### config.mk
export PLATFORM = sky130hd
export DESIGN_NAME = mmio_bus_arbiter
export DESIGN_NICKNAME = d
export VERILOG_FILES = /design/src/rtl/mmio_bus_arbiter_pkg.sv /design/src/rtl/mmio_rr_pick2.sv /design/src/rtl/mmio_bus_arbiter.sv
export SDC_FILE = /design/constraint.sdc
export NUM_CORES = 1
export LEC_CHECK = 0
export ABC_AREA = 1
export ABC_CLOCK_PERIOD_IN_PS = 5200
export BUFFER_PORTS_ARGS = -buffer_cell sky130_fd_sc_hd__buf_2
export CAP_MARGIN = 30
export CORE_UTILIZATION = 50
export CTS_CLUSTER_SIZE = 40
export DETAILED_ROUTE_END_ITERATION = 8
export PLACE_DENSITY = 0.93
export SYNTH_ARGS = -nofsm -noshare
export SYNTH_HDL_FRONTEND = slang
export SYNTH_HIERARCHICAL = 1
export SYNTH_SLANG_ARGS = --single-unit
### constraint.sdc
create_clock -name sys_clk -period 5.2 [get_ports sys_clk]
set_input_delay 0.78 -clock sys_clk [delete_from_list [all_inputs] [get_ports sys_clk]]
set_output_delay 0.78 -clock sys_clk [all_outputs]
set_load 0.005 [all_outputs]
### src/rtl/mmio_bus_arbiter_pkg.sv
// Shared MMIO definitions: arbiter state encoding, timeout data default and
// device address map used by the bus decoders.
package mmio_bus_arbiter_pkg;

   typedef enum logic [1:0] {
      ST_IDLE = 2'd0,
      ST_BUSY = 2'd1,
      ST_RESP = 2'd2
   } mmio_state_t;

   localparam logic [31:0] MMIO_TIMEOUT_DATA = 32'hDEAD_BEEF;

   // Device address map (word-aligned registers in the top 64 KiB)
   localparam logic [31:0] MMIO_SW_ADDR   = 32'hFFFF_0000;
   localparam logic [31:0] MMIO_LED_ADDR  = 32'hFFFF_0010;
   localparam logic [31:0] MMIO_SEG7_ADDR = 32'hFFFF_0020;
   localparam logic [31:0] MMIO_BTN_ADDR  = 32'hFFFF_0030;
   localparam logic [31:0] MMIO_UART_ADDR = 32'hFFFF_0080;
   localparam logic [31:0] MMIO_ROM_BASE  = 32'h0000_0000;
   localparam logic [31:0] MMIO_ROM_LAST  = 32'h0000_3FFF;

   function automatic logic mmio_is_io(input logic [31:0] addr);
      return addr[31:16] == 16'hFFFF;
   endfunction

endpackage

### src/rtl/mmio_rr_pick2.sv
// Combinational two-way round-robin picker: on a tie, the master that was
// not granted last time wins.
module mmio_rr_pick2 (
   input  logic [1:0] req,
   input  logic       last_grant,
   output logic       gnt_valid,
   output logic       gnt_id
);

   always_comb begin
      gnt_valid = |req;
      gnt_id    = (req == 2'b11) ? ~last_grant : req[1];
   end

endmodule

### src/rtl/mmio_bus_arbiter.sv
// Two-master MMIO bus arbiter: round-robin grant, one access at a time,
// with a watchdog that force-completes accesses the device never answers.
module mmio_bus_arbiter
   import mmio_bus_arbiter_pkg::*;
#(
   parameter int unsigned TIMEOUT_CYCLES = 1024,
   parameter logic [31:0] TIMEOUT_DATA   = MMIO_TIMEOUT_DATA
) (
   input  logic        sys_clk,
   input  logic        rst,
   input  logic        m0_read,
   input  logic        m0_write,
   input  logic [31:0] m0_addr,
   input  logic [31:0] m0_wdata,
   output logic        m0_done,
   output logic [31:0] m0_rdata,
   input  logic        m1_read,
   input  logic        m1_write,
   input  logic [31:0] m1_addr,
   input  logic [31:0] m1_wdata,
   output logic        m1_done,
   output logic [31:0] m1_rdata,
   output logic        mmio_read,
   output logic        mmio_write,
   output logic [31:0] mmio_addr,
   output logic [31:0] mmio_write_data,
   input  logic        mmio_done,
   input  logic [31:0] mmio_read_data,
   output logic        grant_id,
   output logic        busy,
   output logic        timeout_pulse,
   output logic        timeout_err
);

   localparam int unsigned CW = $clog2(TIMEOUT_CYCLES);
   localparam logic [CW-1:0] CNT_LAST = CW'(TIMEOUT_CYCLES - 1);

   mmio_state_t   state;
   logic          last_grant;
   logic [CW-1:0] wd_cnt;
   logic [1:0]    req;
   logic          gnt_valid;
   logic          gnt_id;
   logic          gnt_write;
   logic [31:0]   done_data;

   assign req = {m1_read | m1_write, m0_read | m0_write};

   mmio_rr_pick2 u_pick (
      .req        (req),
      .last_grant (last_grant),
      .gnt_valid  (gnt_valid),
      .gnt_id     (gnt_id)
   );

   // read+write together is treated as a write
   assign gnt_write = gnt_id ? m1_write : m0_write;
   assign done_data = mmio_done ? mmio_read_data : TIMEOUT_DATA;

   always_ff @(posedge sys_clk) begin
      if (rst) begin
         state           <= ST_IDLE;
         last_grant      <= 1'b1;
         wd_cnt          <= '0;
         grant_id        <= 1'b0;
         busy            <= 1'b0;
         mmio_read       <= 1'b0;
         mmio_write      <= 1'b0;
         mmio_addr       <= '0;
         mmio_write_data <= '0;
         m0_done         <= 1'b0;
         m1_done         <= 1'b0;
         m0_rdata        <= '0;
         m1_rdata        <= '0;
         timeout_pulse   <= 1'b0;
         timeout_err     <= 1'b0;
      end else begin
         m0_done       <= 1'b0;
         m1_done       <= 1'b0;
         timeout_pulse <= 1'b0;
         case (state)
            ST_IDLE: begin
               if (gnt_valid) begin
                  grant_id        <= gnt_id;
                  last_grant      <= gnt_id;
                  wd_cnt          <= '0;
                  busy            <= 1'b1;
                  mmio_write      <= gnt_write;
                  mmio_read       <= ~gnt_write;
                  mmio_addr       <= gnt_id ? m1_addr : m0_addr;
                  mmio_write_data <= gnt_id ? m1_wdata : m0_wdata;
                  state           <= ST_BUSY;
               end
            end
            ST_BUSY: begin
               // device completion takes priority over an expiring watchdog
               if (mmio_done || wd_cnt == CNT_LAST) begin
                  mmio_read  <= 1'b0;
                  mmio_write <= 1'b0;
                  if (grant_id) begin
                     m1_done <= 1'b1;
                     if (!mmio_write) m1_rdata <= done_data;
                  end else begin
                     m0_done <= 1'b1;
                     if (!mmio_write) m0_rdata <= done_data;
                  end
                  if (!mmio_done) begin
                     timeout_pulse <= 1'b1;
                     timeout_err   <= 1'b1;
                  end
                  state <= ST_RESP;
               end else begin
                  wd_cnt <= wd_cnt + 1'b1;
               end
            end
            ST_RESP: begin
               busy  <= 1'b0;
               state <= ST_IDLE;
            end
            default: state <= ST_IDLE;
         endcase
      end
   end

endmodule

Word level (Yosys, flattened, before mapping):

Index checks and enable logic that the tools add are counted.

* logic and storage cells: 67
* input bits: 167
* register bits after elaboration: 149
* output and inout bits: 136

* multiplexer cells: 21
* bitwise gates (word level): 9
* reduce and logical (&&, ||, !) cells: 14
* eq/ne operators: 7
* add/sub/neg operators: 1

Operators by type and width (count)
* 2-to-1 mux 32 bit: 3
* 2-to-1 mux 10 bit: 2
* one-hot mux 10 bit (2 select lines): 1
* adder 10 x 1 -> 10 bit, second input constant: 1
* == test 10 bit, second input constant: 1
* 2-to-1 mux 1 bit: 9
* AND reduction 3 bit: 3
* AND reduction 4 bit: 2
* inverter 1 bit: 7
* != test 2 bit, second input constant: 3
* one-hot mux 1 bit (2 select lines): 3
* AND reduction 2 bit: 3
* == test 2 bit, second input constant: 2
* 2-to-1 mux 2 bit: 2
* one-hot mux 2 bit (2 select lines): 1
* nonzero test 2 bit: 2
* OR reduction 3 bit: 1
* == test 2 x 1 -> 1 bit, second input constant: 1
* zero test 2 bit: 1
* OR 1 bit: 2
* OR reduction 2 bit: 1
* logical OR 1 bit: 1

Depth between registers and ports, before layout:

* depth in word-level cells: 7
* depth in mapped cells: 10
* gate-level depth less buffers: 9

Hierarchy:

The synthesis kept the hierarchy.

By module, submodules not included
* mmio_bus_arbiter: seq. area each 2982.9 µm², cells each 1085, area each 7089.3 µm², times used 1
* mmio_rr_pick2: seq. area each 0.0 µm², cells each 3, area each 15.0 µm², times used 1

Worst setup path after synthesis:

No wires, ideal clock.

* path type: input -> register
* start point: input m0_write
* end point: register mmio_addr[0]
* stages: 7
* setup time: 133 ps
* arrival: 2086 ps
* path buffers: 2
* data required time: 5067 ps
* setup slack: 2982 ps
* cell sequence: or2_2 -> a21oi_1 -> clkbuf_1 -> clkbuf_1 -> nor2_1 -> a21oi_1 -> a21oi_1

* word-level cells in the longest chain between the ends: 4
* elaborated cells between the ends (all ways): 6
* those cells by class: eq/ne (1); mux (2); bitwise (1); reduce/logical (2)

RTL lines
* start, declared: line mmio_bus_arbiter.sv:12 `input logic m0_write,`
* OR 1 bit: line mmio_bus_arbiter.sv:47 `assign req = {m1_read | m1_write, m0_read | m0_write};`
* == test 2 bit: line mmio_rr_pick2.sv:12 `gnt_id = (req == 2'b11) ? ~last_grant : req[1];`
* 2-to-1 mux 1 bit: line mmio_rr_pick2.sv:12
* via gnt_id: line mmio_bus_arbiter.sv:43 `logic gnt_id;`
* 2-to-1 mux 32 bit: line mmio_bus_arbiter.sv:90 `mmio_addr <= gnt_id ? m1_addr : m0_addr;`
* end signal, assigned: line mmio_bus_arbiter.sv:90
* end, declared: line mmio_bus_arbiter.sv:25 `output logic [31:0] mmio_addr,`

The timed path passes the listed nets, and every way through them passes these cells.
A chain may end at the register's enable or synchronous reset.

Worst setup path after layout:

* start point: register wd_cnt[1]
* end point: register m0_rdata[29]

* word-level cells in the longest chain between the ends: 3

RTL lines
* start, declared: line mmio_bus_arbiter.sv:40 `logic [CW-1:0] wd_cnt;`
* start signal, assigned: line mmio_bus_arbiter.sv:113 `wd_cnt <= wd_cnt + 1'b1;`
* == test 10 bit: line mmio_bus_arbiter.sv:97 `if (mmio_done || wd_cnt == CNT_LAST) begin`
* logical OR 1 bit: line mmio_bus_arbiter.sv:97
* AND reduction 4 bit (no source line)
* end signal, assigned: line mmio_bus_arbiter.sv:105 `if (!mmio_write) m0_rdata <= done_data;`
* end, declared: line mmio_bus_arbiter.sv:16 `output logic [31:0] m0_rdata,`

No other way between the ends.

==> key figures <==
Outcome
  – Status: complete, no violations

Critical path
  – Crit path DAT: 2.83 ns
  – CP max-delay cell: nand3_4
  – CP Max Fanout: 62
  – Worst reg2reg path depth: 9
  – CP Cell Sequence: ha_1, nand2_1, nor2_4, nand3_2, nand2_4, nand3_4, nand2_1, nand2_1, nor2_1
  – Worst R2R Start: wd_cnt[1]$_SDFFE_PP0P_
  – Critical setup path kind: reg -> reg
  – Critical R2R Capture: m0_rdata[29]$_SDFFE_PP0P_
  – CP peak stage delay: 0.52 ns
  – Most frequent CP cell: nand2_1
  – Type of element launching the critical path: flop
  – R2r setup slk: 2.73 ns
  – Worst setup EP type: flop
  – Worst EP required: 5.56 ns

Clock network
  – Post-CTS Setup Repair Bufs: 0
  – Cts repair resizes: 0
  – TritonCTS clock tree: yes
  – Worst-Skew Late Latency: 0.42 ns
  – Post-CTS Hold Buffers: 0
  – Sink Count: 149
  – CTS root buf: clkbuf_16
  – H-tree depth: 4
  – Deepest clock path buffer count: 2
  – Worst-path clk slew: 0.06 ns
  – Number of CTS-inserted buffers: 17

Placement
  – Final GP Congestion: 0.871
  – Port bufs: 302
  – Dpl ws: 2.38 ns
  – Dpl hpwl: 14,800 um
  – Cells after DPL: 1,506

Floorplanning
  – Die area: 0.0147 sq mm
  – I/O Pins: 303
  – Die Ht: 121 um
  – Core area: 0.0139 sq mm
  – Die Wd: 121 um
  – # rows: 43
  – Starting Density: 51.2%

Cells and area
  – Fillers: 1,123
  – Layout cells sized above 1: 26.5%
  – Final nets: 1,513
  – Layout overhead on the synthesized area: 29.5%
  – Final Non-Filler Cells: 1,539

Route
  – Drt via density: 5.07
  – Routed len/inst: 14.0 um
  – Router iterations before antenna repair: 7
  – DRT Wirelength: 21,500 um
  – Final antenna-violating net count: 0
  – Initial DRC Count: 655
  – Post-route DRC: 0
  – Via count: 7,796

Global routing
  – Busiest layer in global routing: met2
  – Vias in the first global route: 6,946
  – GRT Util Overall: 28.6%
  – Met3 Usage GRT: 8.74%
  – Routing usage on met2: 48.9%
  – GRT overflow: 0
  – First-pass GRT wire length: 32,600 um
  – Initial antenna violation count: 1
  – Largest net degree at the start of global routing: 86
  – Met1 Resource Use GR: 31.5%

Flow run
  – # Max-Cap Violations: 0

STA
  – Final hold vios: 0
  – Setup TNS: 0 ns
  – FMAX: 0.404 GHz
  – Fin. max-slew vios: 0
  – Fin crit period: 2.47 ns
  – Worst-case clock skew: 0.00735 ns
  – Setup violations, final: 0
  – RSZ-0062 raised after global routing: no
  – Setup slack after layout: 2.73 ns
  – Final period utilization: 47.6%
  – Least-Margin Pin Slew: 0.770 ns
  – Rel. slew slack: 48.7%

Synth
  – Xor/xnor cell area share of the yosys netlist: 0.123%
  – Share of Yosys cell area claimed by the top area cell type: 42.0%
  – Largest family of logic cells by synthesized area: simple AND/OR/NAND/NOR gates
  – EDFF count, synth: 0
  – Async S/R FF share, synth: 0%
  – Synth cell types: 32
  – Top-count cell post-synth: inv_1
  – Synth Net Count: 1,256
  – Adder-Cell Fraction of Synth Area: 0.176%
  – Synth area leaders: dfxtp_1 (42%), inv_1 (11%), a21oi_1 (9.7%)
  – Leading cell types by count after synthesis: inv_1 (206), nor2_1 (180), nand2_1 (178), dfxtp_1 (149), a21oi_1 (138)
  – Average size of a mapped cell: 6.53 sq um
  – Simple-gate share of the synthesized area: 26.6%
  – Top FF cell, synth: dfxtp_1
  – Synth warnings: 6
  – Area fraction in compound gates after synthesis: 15.0%
  – Largest area contributor in the netlist: dfxtp_1
  – Mapped Cells: 1,088
  – Syn Std Cell Area: 0.00710 sq mm
  – Mux cell area share after synthesis: 0.141%
  – #FFs+latches synth: 149
  – Seq/Total Area, Yosys: 42.0%

Pwr
  – Worst vdd ir: 0.218 mV
  – Pwr dens: 344 mW/mm^2
  – Pleak: 4.98 nW
  – Total power: 0.00316 W

Min path
  – Hold path startpoint: timeout_err$_SDFFE_PP0P_
  – Hold Crit Class: reg -> reg
  – Hold path cells: 1
  – Hold endpoint: timeout_err$_SDFFE_PP0P_
report_power, final:
part | internal [W] | switching, W
logic | 0.000223 | 0.000366
clock network | 0.000779 | 0.000498
registers | 0.00124 | 0.0000536
per-stage QoR:
step	hold slack [ns]	cell area [sq um]	util [%]
4_1_cts	0.462	9200	66.3
3_3_place_gp	0.439	8590	61.9
2_1_floorplan	0.429	7100	-
5_1_grt	0.501	9200	66.3
6_report	0.453	9200	66.3
3_5_place_dp	0.448	8590	61.9
kinds of logic (layout without fill, tap and decap cells):
kind of cell / after synthesis / count (layout)
AOI/OAI and AO/OA: 211 / 211
xor gates and xnor gates: 1 / 1
buffers and inverters: 282 / 552
muxes: 1 / 1
other: 0 / 1
adders and majority gates: 1 / 1
DFF: 149 / 149
and+or+nand+nor: 443 / 443
area by class of cell:
cell class                      count  area [sq um]  share of cell area (%)
Timing Repair Buffer              311          1580                    17.2
Inverter                          209           786                    8.54
Sequential cell                   149          2980                    32.4
Antenna cell                        1          2.50                  0.0272
Multi-Input combinational cell    657          3010                    32.8
Clock inverter                     12           153                    1.66
Tap cell                          180           225                    2.45
Clock buffer                       20           457                    4.96
registers in the layout (all words and copies together) (netlist names):
signal	count
timeout_err	1
m0_done	1
mmio_write_data	32
m1_done	1
timeout_pulse	1
grant_id	1
state	2
mmio_read	1
mmio_addr	32
m0_rdata	32
busy	1
wd_cnt	10
mmio_write	1
m1_rdata	32
last_grant	1
critical path, delay by kind of cell (launching register included):
kind | cells | cell delay, ns
simple gates | 8 | 1.84
fa+ha+maj | 1 | 0.19
flops | 1 | 0.36
cell usage in the layout, fill, tap and decap left out, types with 4 or more instances in the layout:
| cell | count |
|---|---|
| nand4_1 | 59 |
| clkinvlp_4 | 4 |
| nand2_1 | 178 |
| dfxtp_1 | 149 |
| a21oi_1 | 137 |
| buf_2 | 302 |
| inv_1 | 205 |
| clkbuf_16 | 17 |
| clkinv_2 | 4 |
| buf_4 | 9 |
| nand3_1 | 12 |
| o21ai_0 | 66 |
| nor2_1 | 177 |
worst max path at each step:
stage	startpoint	endpoint	slack, ns	cells past startpoint
5_1_grt	wd_cnt[1]$_SDFFE_PP0P_	m0_rdata[29]$_SDFFE_PP0P_	2.47	9
3_3_place_gp	m0_write	wd_cnt[9]$_SDFFE_PP0P_	2.46	10
2_1_floorplan	m0_write	mmio_addr[0]$_SDFFE_PP0P_	2.98	7
6_report	wd_cnt[1]$_SDFFE_PP0P_	m0_rdata[29]$_SDFFE_PP0P_	2.73	9
4_1_cts	wd_cnt[1]$_SDFFE_PP0P_	m0_rdata[29]$_SDFFE_PP0P_	2.74	9
3_5_place_dp	mmio_done	m0_rdata[29]$_SDFFE_PP0P_	2.38	7
metal layers:
layer / routed length [um] / vias to the layer above
met5: 0 / -
met1: 8200 / 3485
met2: 10600 / 357
met3: 1740 / 66
met4: 964 / 0
li1: - / 3888
(Power assumes the default switching activity.)
